**config.mk**
```make
export PLATFORM = sky130hd
export DESIGN_NAME = btn_conditioner
export DESIGN_NICKNAME = d
export VERILOG_FILES = /design/src/rtl/btn_conditioner.sv
export SDC_FILE = /design/constraint.sdc
export NUM_CORES = 1
export LEC_CHECK = 0
export CAP_MARGIN = 30
export CORE_ASPECT_RATIO = 0.8
export CORE_MARGIN = 4
export CORE_UTILIZATION = 61
export CTS_CLUSTER_SIZE = 24
export DETAILED_ROUTE_END_ITERATION = 16
export DONT_BUFFER_PORTS = 1
export PLACE_DENSITY = 0.77
export SYNTH_ARGS = -nofsm -noshare
export SYNTH_HDL_FRONTEND = slang
export SYNTH_SLANG_ARGS = --single-unit
```
**constraint.sdc**
```tcl
create_clock -name clk -period 1.86 [get_ports clk]
set_input_delay 0.186 -clock clk [delete_from_list [all_inputs] [get_ports clk]]
set_output_delay 0.186 -clock clk [all_outputs]
set_load 0.1 [all_outputs]
```
**src/rtl/btn_conditioner.sv**
```systemverilog
// btn_conditioner: synchronise, debounce and edge-detect start/randomize buttons.
// Optional randomize auto-repeat is built when BTN_AUTOREPEAT_EN is defined.
module btn_debounce #(
   parameter int DEBOUNCE_CYCLES = 16
) (
   input  logic clk,
   input  logic reset_n,
   input  logic en,
   input  logic s,
   output logic press,
   output logic held
);
   localparam int CW = $clog2(DEBOUNCE_CYCLES + 1);
   localparam logic [CW-1:0] LAST = CW'(DEBOUNCE_CYCLES - 1);
   localparam logic [CW-1:0] CMAX = '1;
   localparam logic [CW-1:0] ONE  = CW'(1);

   // ARMING: a button held through reset must read 0 before a press counts
   typedef enum logic [2:0] {
      ARMING,
      RELEASED,
      PRESS_WAIT,
      PRESSED,
      RELEASE_WAIT
   } state_t;

   state_t        state;
   logic [CW-1:0] count;
   logic [CW-1:0] count_inc;

   assign count_inc = (count == CMAX) ? count : count + ONE;

   always_ff @(posedge clk or negedge reset_n) begin
      if (!reset_n) begin
         state <= ARMING;
         count <= '0;
         press <= 1'b0;
         held  <= 1'b0;
      end else begin
         press <= 1'b0;
         if (en) begin
            unique case (state)
               ARMING: begin
                  if (s) begin
                     count <= '0;
                  end else if (count == LAST) begin
                     state <= RELEASED;
                     count <= '0;
                  end else begin
                     count <= count_inc;
                  end
               end
               RELEASED: begin
                  if (s) begin
                     state <= PRESS_WAIT;
                     count <= ONE;
                  end
               end
               PRESS_WAIT: begin
                  if (!s) begin
                     state <= RELEASED;
                     count <= '0;
                  end else if (count == LAST) begin
                     state <= PRESSED;
                     count <= '0;
                     press <= 1'b1;
                     held  <= 1'b1;
                  end else begin
                     count <= count_inc;
                  end
               end
               PRESSED: begin
                  if (!s) begin
                     state <= RELEASE_WAIT;
                     count <= ONE;
                  end
               end
               RELEASE_WAIT: begin
                  if (s) begin
                     state <= PRESSED;
                     count <= '0;
                  end else if (count == LAST) begin
                     state <= RELEASED;
                     count <= '0;
                     held  <= 1'b0;
                  end else begin
                     count <= count_inc;
                  end
               end
               default: begin
                  state <= ARMING;
                  count <= '0;
                  held  <= 1'b0;
               end
            endcase
         end
      end
   end
endmodule

module btn_conditioner #(
   parameter int DEBOUNCE_CYCLES = 16,
   parameter int REPEAT_CYCLES   = 1024
) (
   input  logic clk,
   input  logic reset_n,
   input  logic btn_start_raw,
   input  logic btn_rand_raw,
   output logic start,
   output logic randomize,
   output logic start_held,
   output logic rand_held
);
   if (DEBOUNCE_CYCLES < 2 || DEBOUNCE_CYCLES > 65535) begin : g_bad_db
      $error("DEBOUNCE_CYCLES out of range");
   end
   if (REPEAT_CYCLES < 2) begin : g_bad_rep
      $error("REPEAT_CYCLES out of range");
   end

   logic [1:0] sync_s;
   logic [1:0] sync_r;
   logic [1:0] vld;
   logic       press_s;
   logic       press_r;
   logic       held_s;
   logic       held_r;
   logic       rand_ev;

   // vld masks the two cycles the synchronisers still hold reset values
   always_ff @(posedge clk or negedge reset_n) begin
      if (!reset_n) begin
         sync_s <= '0;
         sync_r <= '0;
         vld    <= '0;
      end else begin
         sync_s <= {sync_s[0], btn_start_raw};
         sync_r <= {sync_r[0], btn_rand_raw};
         vld    <= {vld[0], 1'b1};
      end
   end

   btn_debounce #(.DEBOUNCE_CYCLES(DEBOUNCE_CYCLES)) u_start (
      .clk     (clk),
      .reset_n (reset_n),
      .en      (vld[1]),
      .s       (sync_s[1]),
      .press   (press_s),
      .held    (held_s)
   );

   btn_debounce #(.DEBOUNCE_CYCLES(DEBOUNCE_CYCLES)) u_rand (
      .clk     (clk),
      .reset_n (reset_n),
      .en      (vld[1]),
      .s       (sync_r[1]),
      .press   (press_r),
      .held    (held_r)
   );

`ifdef BTN_AUTOREPEAT_EN
   localparam int RW = $clog2(REPEAT_CYCLES);
   localparam logic [RW-1:0] RLAST = RW'(REPEAT_CYCLES - 1);

   logic [RW-1:0] rep_cnt;
   logic          rep_fire;

   assign rep_fire = held_r && !press_r && (rep_cnt == RLAST);

   always_ff @(posedge clk or negedge reset_n) begin
      if (!reset_n) begin
         rep_cnt <= '0;
      end else if (!held_r || press_r || rep_fire) begin
         rep_cnt <= '0;
      end else begin
         rep_cnt <= rep_cnt + RW'(1);
      end
   end

   assign rand_ev = press_r | rep_fire;
`else
   assign rand_ev = press_r;
`endif

   // start wins a same-cycle collision; the randomize event is dropped
   always_ff @(posedge clk or negedge reset_n) begin
      if (!reset_n) begin
         start      <= 1'b0;
         randomize  <= 1'b0;
         start_held <= 1'b0;
         rand_held  <= 1'b0;
      end else begin
         start      <= press_s;
         randomize  <= rand_ev & ~press_s;
         start_held <= held_s;
         rand_held  <= held_r;
      end
   end
endmodule
```
==> results of run 1 <==
-- worst register-to-register path, delay by kind of cell (launching register included) --
| family | cells | cell delay (ps) |
|---|---|---|
| compound gates | 2 | 670 |
| fa+ha+maj | 1 | 290 |
| flops | 1 | 440 |
| simple gates | 1 | 210 |
-- routing by layer --
metal | vias to the layer above | part of all wire | global-route usage
met1 | 592 | 0.47 | 0.279
met5 | - | 0 | 0
li1 | 589 | - | -
met2 | 54 | 0.45 | 0.296
met4 | 0 | 0.0027 | 0.0702
met3 | 2 | 0.073 | 0.0616
-- through the flow --
stage / worst slack (ps) / cell area (sq um) / power, mW / utilization / hold slack (ps)
final: 193 / 1690 / 1.30 / 0.694 / 298
after global routing: 59.6 / 1690 / 1.38 / 0.694 / 309
after CTS: 206 / 1690 / 1.31 / 0.694 / 305
after detailed placement: 221 / 1600 / 0.951 / 0.655 / -109
after global placement: 318 / 1600 / 0.939 / 0.655 / -109
after floorplan: 446 / 1550 / 0.907 / - / -110
-- kinds of logic (layout without fill, tap and decap cells) --
group           after synthesis  count (layout)  synth area share
buf+inv                      12              22            0.0355
compound gates               52              52             0.235
fa+ha+maj                     2               2            0.0162
other cells                   1               1           0.00242
flops                        30              30             0.485
xor+xnor                      1               1           0.00566
mux                           1               1           0.00646
simple gates                 56              56             0.214
-- state kept, by name, indices dropped and copies added (netlist names), 2 cells and up --
| name | count |
|---|---|
| u_start.state | 3 |
| u_rand.state | 3 |
| vld | 2 |
| sync_s | 2 |
| u_rand.count | 5 |
| sync_r | 2 |
| u_start.count | 5 |
-- final cells by class --
class | instances | area (sq um)
well taps | 36 | 45.0
multi-input cells | 113 | 743
fillers | 206 | 748
clock buffers | 7 | 45.0
repair buffers | 9 | 87.6
flip-flops and latches | 30 | 751
inverters | 6 | 22.5
-- power breakdown --
group / switching [mW] / internal, mW
clock network: 0.194 / 0.142
registers: 0.0651 / 0.691
logic: 0.117 / 0.0929
total: 0.376 / 0.926
-- worst min path at each step --
| stage | startpoint | end | cells after the start |
|---|---|---|---|
| floorplan | reset_n | rand_held$_DFF_PN0_ | 0 |
| global placement | reset_n | u_start.count[1]$_DFFE_PN0P_ | 0 |
| detailed placement | reset_n | u_start.count[1]$_DFFE_PN0P_ | 0 |
| CTS | reset_n | u_start.count[1]$_DFFE_PN0P_ | 2 |
| global route | reset_n | u_start.state[0]$_DFFE_PN0P_ | 2 |
| finish | reset_n | u_start.count[1]$_DFFE_PN0P_ | 2 |
-- repair_timing --
item | 4_1_cts | 5_1_grt
setup endpoints to repair | 0 | 0
resized for setup | 0 | 0
hold buffers | 4 | 0
hold endpoints to repair | 32 | 0
-- placed cells by master (no fill, tap or decap), types with 2 or more instances in the layout --
cell           count
dfrtp_1           30
nand2_1           17
a21oi_1           14
nand3_1            9
o21ai_0            6
inv_1              6
nand2b_1           5
clkbuf_4           5
buf_4              5
nor2b_1            4
nor2_1             4
o31ai_1            4
a31oi_1            4
o21ai_1            4
a21o_1             3
dlygate4sd3_1      3
o31a_1             2
o21a_1             2
o22ai_1            2
ha_1               2
clkbuf_1           2
==> qor.csv, run 1 <==
metric,value,unit
outcome,finished clean,
grt_max_degree,31,
cp-start-kind,flop,
synthFlopType,dfrtp_1,
power_density,769,nW/um^2
cts_tree,yes,
crit_path_top_delay_cell,a2111oi_0,
ctsHtreeMaxLevel,2,
worstSetupPathType,flop to flop,
worstHoldPathType,primary input to async pin,
initial_core_util,0.634,
initialDrtViolationCount,116,
path_depth,4,
setup_viol,0,
vias,1237,
synth_top_area_cell,dfrtp_1,
dp.cells,190,
final_antenna_net_count,0,
hold_viol_final,0,
fin_cells,201,
max_stage_delay,520,ps
post-route-period-util,0.896,
crit_chain,ha_1 > nand4b_2 > a2111oi_0 > a211o_1,
fp.dieW,64.3,um
grt_pass1_wl,5.18,mm
grt_pass1_vias,1140,
grt_use_total,0.200,
clk_latency,320,ps
wirelength,2.93,mm
final_layout_size_suffix_gt1_frac,0.145,
drv_slew,0,
drv_cap,0,
core_area,2440,sq um
path_max_fanout,6,
antenna_found_initial,0,
arrival,1920,ps
route.detailed.drc,0,
clk_pin_slew_worst_paths,90,ps
clock-sinks,30,
async_reset_ff_frac,1.00,
finish.net_count,171,
critPathTopFamily,compound AO/OA/AOI/OAI gates,
grt_overflow,0,
antenna_cells,0,
dieArea,3410,sq um
endpoint,u_start.state[0]$_DFFE_PN0P_,
reg2reg_slack,190,ps
synth_common_cells,"dfrtp_1, nand2_1, a21oi_1, nand3_1",
syn_avg_cell_area,9.99,sq um
synth_edf_count,0,
cts_setup_buffers,0,
yosys.cell_count.top_type,dfrtp_1,
crit_path_end_kind,flop,
post_drt_wl_per_cell,14.6,um
reg2reg_depth,4,
rsz0062_at_grt,false,
synth_nets,161,
dp_hpwl,2.06,mm
syn-cell-area,1550,sq um
clock_path_buffers,2,
min_period,1670,ps
ys_warn_count,0,
finClkSkew,11.8,ps
dr.pass1.iters,4,
finalSetupTns,0,ps
syn_inst,155,
peakVddDrop,0.000478,V
fmax,600,MHz
place_congestion,0.805,
netlist-cell-type-count,50,
synth_area_leaders,"dfrtp_1, a21oi_1, nand2_1",
r2r_end,u_start.state[0]$_DFFE_PN0P_,
leakage,0.775,nW
num_rows,16,
yosysSeqAreaShare,0.485,
cts_root_buffer,clkbuf_4,
ios,8,
worst-path-buf-inv,0,
cts_made_buffers,5,
required,2120,ps
port_buffers,0,
r2r_start,u_start.count[0]$_DFFE_PN0P_,
syn_to_final_growth,9.37,%
setup.worst_path.start,u_start.count[0]$_DFFE_PN0P_,
synth_top_area_share,0.485,
vias_per_cell,6.15,
ys_ff_latch,30,
die_h,53.1,um
Power figures use the tool's default switching activity.
==> run 2, diff against run 1 <==
--- a/config.mk
+++ b/config.mk
@@ -5,14 +5,15 @@
 export SDC_FILE = /design/constraint.sdc
 export NUM_CORES = 1
 export LEC_CHECK = 0
+export ABC_AREA = 1
 export CAP_MARGIN = 30
 export CORE_ASPECT_RATIO = 0.8
 export CORE_MARGIN = 4
-export CORE_UTILIZATION = 61
+export CORE_UTILIZATION = 62
 export CTS_CLUSTER_SIZE = 24
 export DETAILED_ROUTE_END_ITERATION = 16
 export DONT_BUFFER_PORTS = 1
-export PLACE_DENSITY = 0.77
+export PLACE_DENSITY = 0.78
 export SYNTH_ARGS = -nofsm -noshare
 export SYNTH_HDL_FRONTEND = slang
 export SYNTH_SLANG_ARGS = --single-unit
==> qor.csv, run 2 <==
metric,value,unit,change
post-route-period-util,0.826,,-0.0701
peakVddDrop,0.000530,V,+11%
initial_core_util,0.662,,+0.0273
crit_path_end_kind,flop,,
final_antenna_net_count,0,,unchanged
synth_top_area_cell,dfrtp_1,,
clk_pin_slew_worst_paths,90,ps,about the same
worstSetupPathType,flop to flop,,
grt_use_total,0.217,,+0.0167
synth_area_leaders,"dfrtp_1, nand2_1, nand3_1",,
finalWorstSetupSlack,324,ps,+130 ps
final_cell_mix,"nand2_1, dfrtp_1, nand3_1",,
async_reset_ff_frac,1.00,,unchanged
core_area,2500,sq um,+2.5%
r2r_start,u_rand.count[0]$_DFFE_PN0P_,,
drv_cap,0,,unchanged
syn_to_final_growth,10.9,%,
ys_ff_latch,30,,unchanged
clock_path_buffers,2,,unchanged
antenna_found_initial,0,,unchanged
syn_avg_cell_area,7.74,sq um,-23%
dr.pass1.iters,4,,unchanged
yosys.cell_count.top_type,nand2_1,,
rsz0062_at_grt,false,,
port_buffers,0,,unchanged
ys_warn_count,0,,unchanged
wirelength,3.15,mm,+7.7%
syn-cell-area,1660,sq um,+6.9%
finalSetupTns,0,ps,unchanged
dpl-instance-area,1730,sq um,+7.9%
post_drt_wl_per_cell,11.9,um,-18%
cts_made_buffers,5,,unchanged
hold_viol_final,0,,unchanged
netlist-cell-type-count,26,,-48%
fin_area,1840,sq um,+8.3%
grt_overflow,0,,unchanged
drv_slew,0,,unchanged
worstHoldPathType,primary input to async pin,,
place_congestion,0.803,,-0.29%
yosysSeqAreaShare,0.454,,-0.0311
num_rows,16,,unchanged
final_common_cell,nand2_1,,
power,1.20,mW,-7.5%
die_h,54.2,um,+2.2%
synth_nets,220,,+37%
power_density,656,nW/um^2,-15%
outcome,finished clean,,
grt_max_degree,31,,unchanged
ios,8,,unchanged
arrival,1740,ps,-180 ps
grt_pass1_wl,5.78,mm,+11%
final_layout_size_suffix_gt1_frac,0.175,,+0.0292
finClkSkew,13.5,ps,+1.69 ps
path_max_fanout,5,,-1
vias_per_cell,5.28,,-14%
dieArea,3570,sq um,+4.4%
cts_root_buffer,clkbuf_4,,
required,2060,ps,-60 ps
reg2reg_depth,8,,+4
synth_common_cells,"nand2_1, dfrtp_1, nand3_1, inv_1, nor2_1",,
hold_ws,311,ps,+12.8 ps
dp_hpwl,2.33,mm,+13%
clk_latency,320,ps,about the same
pre_cts_slack,366,ps,+145 ps
fp.dieW,65.8,um,+2.2%
top_regs,"u_rand.count (5), u_start.count (5)",,
cts_resized,0,,unchanged
endpoint,u_rand.state[2]$_DFFE_PN0P_,,
vias,1400,,+13%
r2r_end,u_rand.state[2]$_DFFE_PN0P_,,
synthFlopType,dfrtp_1,,
antenna_cells,0,,unchanged
setup_viol,0,,unchanged
cp-start-kind,flop,,
synth_edf_count,0,,unchanged
fmax,651,MHz,+8.5%
syn_inst,214,,+38%
leakage,0.959,nW,+24%
reg2reg_slack,320,ps,+130 ps
route.detailed.drc,0,,unchanged
initialDrtViolationCount,116,,unchanged
synth_top_area_share,0.454,,-0.0311
ctsHtreeMaxLevel,2,,unchanged
setup.worst_path.start,u_rand.count[0]$_DFFE_PN0P_,,
grt_pass1_vias,1371,,+20%
min_period,1540,ps,-130 ps
finish.net_count,234,,+37%
cts_tree,yes,,
clock-sinks,30,,unchanged
-- run 2: per-layer routing --
| metal | global-route usage | vias up | part of all wire |
|---|---|---|---|
| li1 | - | 714 | - |
| met1 | 0.265 | 638 | 0.46 |
| met2 | 0.369 | 44 | 0.47 |
| met3 | 0.0575 | 4 | 0.057 |
| met4 | 0.0931 | 0 | 0.0079 |
| met5 | 0 | - | 0 |
-- run 2: critical path, cell delays in order, from the launching register on --
cell and delay, ps:
dfrtp_1 430, ha_1 230, nand2_2 110, nor2_4 160, nand2_4 80, o21ai_2 190
nand2_1 100, nand2_1 60, nand2_1 50
-- run 2: repair_timing --
action | CTS | global route
hold buffers | 4 | 0
setup endpoints to repair | 0 | 0
setup buffers | 0 | 0
endpoints found under the hold margin | 32 | 0
-- run 2: stage by stage --
step,cells,utilization
after CTS,265,0.734
after floorplan,214,-
after global placement,253,0.690
after global routing,265,0.734
after detailed placement,253,0.690
final,265,0.734
-- run 2: layout make-up --
cell class / instances / area [sq um]
inverters: 25 / 96.3
repair buffers: 8 / 80.1
well taps: 36 / 45.0
fillers: 204 / 667
clock buffers: 7 / 55.1
multi-input cells: 158 / 803
flip-flops and latches: 30 / 751
clock inverters: 1 / 5.00
-- run 2: worst min path at each step --
| stage | to | cells past startpoint |
|---|---|---|
| 2_1_floorplan | rand_held$_DFF_PN0_ | 0 |
| 3_3_place_gp | u_rand.count[0]$_DFFE_PN0P_ | 0 |
| 3_5_place_dp | u_rand.count[0]$_DFFE_PN0P_ | 0 |
| 4_1_cts | u_start.count[4]$_DFFE_PN0P_ | 2 |
| 5_1_grt | start_held$_DFF_PN0_ | 2 |
| 6_report | u_rand.state[0]$_DFFE_PN0P_ | 2 |
-- run 2: cells by family after synthesis --
group | after synthesis | share of synthesized area
xor+xnor | 1 | 0.00529
compound gates | 10 | 0.0348
other cells | 1 | 0.00227
fa+ha+maj | 2 | 0.0151
buf+inv | 26 | 0.0612
simple gates | 144 | 0.428
flops | 30 | 0.454
-- run 2: power by group --
| part | leakage, nW | total (mW) | internal (mW) | switching [mW] |
|---|---|---|---|---|
| Clock | 0.0353 | 0.396 | 0.183 | 0.213 |
| Combinational | 0.523 | 0.106 | 0.0409 | 0.0652 |
| Sequential | 0.401 | 0.703 | 0.673 | 0.0301 |
